===== config.mk =====
export PLATFORM = sky130hd
export DESIGN_NAME = el_link_tx
export DESIGN_NICKNAME = d
export VERILOG_FILES = /design/src/rtl/el_link_tx.sv
export SDC_FILE = /design/constraint.sdc
export NUM_CORES = 1
export LEC_CHECK = 0
export BUFFER_PORTS_ARGS = -buffer_cell sky130_fd_sc_hd__buf_2
export CORE_AREA = 2 2 39 41
export CTS_CLUSTER_SIZE = 40
export DETAILED_ROUTE_END_ITERATION = 6
export DIE_AREA = 0 0 41 43
export GPL_ROUTABILITY_DRIVEN = 1
export HOLD_SLACK_MARGIN = 0.08
export SETUP_SLACK_MARGIN = 0.4
export SLEW_MARGIN = 20
export SYNTH_ARGS = -nofsm -noshare
export SYNTH_HDL_FRONTEND = slang
export SYNTH_SLANG_ARGS = --single-unit

===== constraint.sdc =====
create_clock -name clk -period 2.6 [get_ports clk]
set_clock_uncertainty 0.15 [all_clocks]
set_input_delay 0.13 -clock clk [delete_from_list [all_inputs] [get_ports clk]]
set_output_delay 0.13 -clock clk [all_outputs]
set_load 0.05 [all_outputs]

===== src/rtl/el_link_tx.sv =====
// el_link_tx: clocked source of the elastic delay-insensitive link.
// Accepts binary words on valid/ready, encodes every B-bit digit into a
// 1-of-RAIL_NUM code and drives it onto the link with a 4-phase
// return-to-zero handshake against the asynchronous ack_i.
// Optional feature macro: EL_LINK_TX_SKID_EN adds a one-entry skid buffer
// so one word can be accepted while a previous one is still on the link.
module el_link_tx #(
    parameter  int unsigned LINK_WIDTH  = 2,
    parameter  int unsigned RAIL_NUM    = 2,
    parameter  int unsigned SYNC_STAGES = 2,
    localparam int unsigned B           = $clog2(RAIL_NUM),
    localparam int unsigned DATA_W      = LINK_WIDTH * B,
    localparam int unsigned OUT_W       = LINK_WIDTH * RAIL_NUM
) (
    input  logic              clk,
    input  logic              rst,
    input  logic              s_valid,
    output logic              s_ready,
    input  logic [DATA_W-1:0] s_data,
    input  logic              ack_i,
    output logic [OUT_W-1:0]  out,
    output logic              busy
);

    typedef enum logic [1:0] {
        IDLE   = 2'd0,
        DATA   = 2'd1,
        SPACER = 2'd2
    } state_t;

    state_t                 state;
    state_t                 state_d;
    logic [OUT_W-1:0]       out_d;
    logic [SYNC_STAGES-1:0] ack_sync;
    logic                   ack_s;
    logic                   accept;

    // One-hot encode each digit: value v raises rail v of that digit only.
    function automatic logic [OUT_W-1:0] enc(input logic [DATA_W-1:0] w);
        logic [OUT_W-1:0] r;
        r = '0;
        for (int unsigned d = 0; d < LINK_WIDTH; d++) begin
            r = r | (OUT_W'(1) << (d * RAIL_NUM + 32'(w[d*B +: B])));
        end
        return r;
    endfunction

    // Synchronizer chain bringing the asynchronous acknowledge into clk.
    always_ff @(posedge clk or posedge rst) begin
        if (rst) begin
            ack_sync <= '0;
        end else begin
            ack_sync <= {ack_sync[SYNC_STAGES-2:0], ack_i};
        end
    end

    assign ack_s  = ack_sync[SYNC_STAGES-1];
    assign busy   = (state != IDLE);
    assign accept = s_valid && s_ready;

`ifdef EL_LINK_TX_SKID_EN
    logic              skid_full;
    logic              skid_full_d;
    logic [OUT_W-1:0]  skid_code;
    logic [OUT_W-1:0]  skid_code_d;

    // Skid build: ready depends only on buffer occupancy.
    assign s_ready = !rst && !skid_full;

    // Skid entry, stored already encoded so a launch is a plain copy.
    always_ff @(posedge clk or posedge rst) begin
        if (rst) begin
            skid_full <= 1'b0;
            skid_code <= '0;
        end else begin
            skid_full <= skid_full_d;
            skid_code <= skid_code_d;
        end
    end

    // Next-state, next-rail and skid-buffer logic.
    always_comb begin
        state_d     = state;
        out_d       = out;
        skid_full_d = skid_full;
        skid_code_d = skid_code;
        unique case (state)
            IDLE: begin
                if (!ack_s && skid_full) begin
                    out_d       = skid_code;
                    skid_full_d = 1'b0;
                    state_d     = DATA;
                end else if (accept) begin
                    if (!ack_s) begin
                        out_d   = enc(s_data);
                        state_d = DATA;
                    end else begin
                        // Stale ack: park the word until the link is clear.
                        skid_code_d = enc(s_data);
                        skid_full_d = 1'b1;
                    end
                end
            end
            DATA: begin
                if (accept) begin
                    skid_code_d = enc(s_data);
                    skid_full_d = 1'b1;
                end
                if (ack_s) begin
                    out_d   = '0;
                    state_d = SPACER;
                end
            end
            SPACER: begin
                out_d = '0;
                if (accept) begin
                    skid_code_d = enc(s_data);
                    skid_full_d = 1'b1;
                end
                if (!ack_s) begin
                    if (skid_full) begin
                        // Back-to-back launch skips IDLE.
                        out_d       = skid_code;
                        skid_full_d = 1'b0;
                        state_d     = DATA;
                    end else begin
                        state_d = IDLE;
                    end
                end
            end
            default: begin
                out_d   = '0;
                state_d = IDLE;
            end
        endcase
    end
`else
    // Stop-and-wait: ready only in IDLE with a clear acknowledge.
    assign s_ready = !rst && (state == IDLE) && !ack_s;

    // Next-state and next-rail logic of the 4-phase handshake.
    always_comb begin
        state_d = state;
        out_d   = out;
        unique case (state)
            IDLE: begin
                if (accept) begin
                    out_d   = enc(s_data);
                    state_d = DATA;
                end
            end
            DATA: begin
                if (ack_s) begin
                    out_d   = '0;
                    state_d = SPACER;
                end
            end
            SPACER: begin
                out_d = '0;
                if (!ack_s) begin
                    state_d = IDLE;
                end
            end
            default: begin
                out_d   = '0;
                state_d = IDLE;
            end
        endcase
    end
`endif

    // State and link rails; rails come straight from these flops.
    always_ff @(posedge clk or posedge rst) begin
        if (rst) begin
            state <= IDLE;
            out   <= '0;
        end else begin
            state <= state_d;
            out   <= out_d;
        end
    end

endmodule

==> results.toml <==
[outcome]
run_status = "finished, final reports clean"

[global_routing]
grt_pass1_vias = 264
grt_max_degree = 12
grt_usage_pct = 9.32
antenna_found_initial = 0
grt_pass1_wl_um = 1070
overflow = 0

[yosys]
synth_warnings = 0
syn_area_per_cell_um2 = 10.3
synth_flop_cell = "dfrtp_1"
yosys.area.top_type = "dfrtp_1"
synth_fp_nets = 41
synth_top_area_share_pct = 55.6
synth_area_um2 = 360
netlist_instances = 35
yosys-top-cells-area = "dfrtp_1, nand3b_1, a21oi_1"
async_flop_share_pct = 100
ys_ff_latch = 8
synth_edf_count = 0
ys_seq_area_share_pct = 55.6
ys_types = 17

[timing]
report.final.slew_viol_count = 0
relSlewSlack_pct = 74.5
setup_violations = 0
period_share_pct = 73.7
period_needed_ns = 1.92
max_freq_ghz = 0.522
final_hold_viol_count = 0
tns_ns = 0
tightest_slew_ns = 0.377
rsz0062_at_grt = "no"

[drt]
wire_per_inst_um = 10.2
wl_um = 682
postRouteAntennaNets = 0
wl_met1_um = 316
vias = 300
met2_length_um = 308
vias_per_cell = 4.48
drcViolationCount = 0
top_layer_used = "met3"
first_pass_iters = 2
wl_met3_um = 58
drtIter0Drc = 2

[clock_network]
cts_tree = "built"
path_clk_slew_ns = 0.06
cts-root-buf = "clkbuf_4"
ctsHoldBuffers = 5
cts.sinks = 8
ctsLongestPathBuffers = 2
clk_latency_ns = 0.25
cts_setup_buffers = 0
numCtsBuffers = 3
h-tree-depth = 1
cts_resized = 0

[setup_path]
critPathSlowestCell = "or4b_1"
crit_fanout = 8
cp_cell_sequence = "dlygate4sd3_1, buf_2, or4b_1, or3_1, a31oi_1"
critPathTopFamily = "simple AND/OR/NAND/NOR gates"
slowest_delay_ns = 0.63
required_ns = 2.63
end_kind = "flop"
crit_type = "input pin to flop"
reg2reg_to = "out[0]$_DFFE_PP0P_"
crit_buf_inv = 2
cp_data_arrival_time_ns = 1.94
worstRegToRegCells = 3
r2r_setup_slack_ns = 0.71
regToRegStartpoint = "state[0]$_DFFE_PP0P_"
cp.depth = 5
setup.worst_path.start_class = "input pin"

[floorplanning]
start_util_pct = 26.0
io_pins = 12
dieArea_um2 = 1760
dieHeight_um = 43
die_x_um = 41
rows = 14
core_um2 = 1380

[placement]
gp_congestion = 0.627
portBuffers = 11

[flow_run]
max_cap_violations = 0

[finish]
final_cell_mix = "buf_2, dfrtp_1, dlygate4sd3_1"
finish.utilization_pct = 36.3
multiInputGateArea_um2 = 150
layout.nets = 59
final-seq-area_um2 = 200
final_common_cell = "buf_2"
n_antenna_cell = 0
fill_cells = 149
syn_to_final_growth_pct = 39.2
drive_gt1_share_pct = 33.3

[power_and_ir_drop]
powerDensity_nw_per_um2 = 835
leakage_nw = 0.235
p_seq_share_pct = 40.6
p_int_w = 0.000246
combPwrFrac_pct = 37.1
power.switching_w = 0.000173
p_sw_share_pct = 41.3
clockPowerShare_pct = 22.3
max-vdd-ir-drop_v = 0.000389

[min_path]
worstHoldPathType = "flop to flop"
hold_depth = 0
min_to = "ack_sync[1]$_DFF_PP0_"
min_from = "ack_sync[0]$_DFF_PP0_"
[flip-flops by register name, summed over array words and instances, names as in the netlist]
| register | count |
|---|---|
| state | 2 |
| ack_sync | 2 |
| out | 4 |
[through the flow]
step | cell area, um^2 | power, W | setup slack [ns] | instances | hold WS, ns
floorplan | 367 | 0.000288 | 0.792 | 35 | -0.196
global placement | 429 | 0.000321 | 0.747 | 59 | -0.0124
detailed placement | 429 | 0.000324 | 0.719 | 59 | -0.0129
CTS | 502 | 0.000424 | 0.680 | 67 | 0.201
global route | 502 | 0.000444 | 0.613 | 67 | 0.201
finish | 502 | 0.000419 | 0.683 | 67 | 0.199
[cell type report]
type | instances | area share (%)
Multi-Input combinational cell | 23 | 29.9
Inverter | 1 | 0.748
Clock buffer | 3 | 4.49
Tap cell | 16 | 3.99
Sequential cell | 8 | 39.9
Timing Repair Buffer | 16 | 20.9
[power by group through the flow]
stage / clock, W / sequential [W] / combinational (W)
after global routing: 0.000103 / 0.000175 / 0.000166
after CTS: 0.0000959 / 0.000170 / 0.000157
after detailed placement: 0 / 0.000173 / 0.000151
final: 0.0000935 / 0.000170 / 0.000155
after global placement: 0 / 0.000171 / 0.000150
after floorplan: 0 / 0.000232 / 0.0000556
[worst reg2reg max path, delay by kind of cell (launching register included)]
kind	cells	cell delay, ns
flops	1	0.47
compound gates	1	0.16
simple gates	2	1.03
[kinds of logic (layout without fill, tap and decap cells)]
kind of cell / Yosys count / count (layout) / share of synthesized area (%)
compound gates: 5 / 5 / 7.64
xor+xnor: 1 / 1 / 2.43
simple gates: 17 / 17 / 29.9
buf+inv: 4 / 20 / 4.51
flops: 8 / 8 / 55.6
[worst max-delay path by stage]
stage	start	to	slack (ns)
detailed placement	state[0]$_DFFE_PP0P_	out[0]$_DFFE_PP0P_	0.72
global route	state[0]$_DFFE_PP0P_	out[2]$_DFFE_PP0P_	0.61
global placement	state[0]$_DFFE_PP0P_	out[2]$_DFFE_PP0P_	0.75
finish	rst	out[0]$_DFFE_PP0P_	0.68
floorplan	state[0]$_DFFE_PP0P_	s_ready	0.79
CTS	rst	out[0]$_DFFE_PP0P_	0.68
[layer usage]
layer	vias up	global-route usage, %
met5	-	0
met4	0	4.00
met3	0	6.28
met2	10	12.5
met1	133	11.3
li1	157	-
[cells in the mapped netlist (2+ instances only)]
cell type,number
a31oi_1,2
dfrtp_1,8
or3_1,2
a21oi_1,3
clkbuf_1,2
nand3b_1,4
nand2_1,3
nand3_1,2
Note: power is estimated with default switching activity, not from simulation.
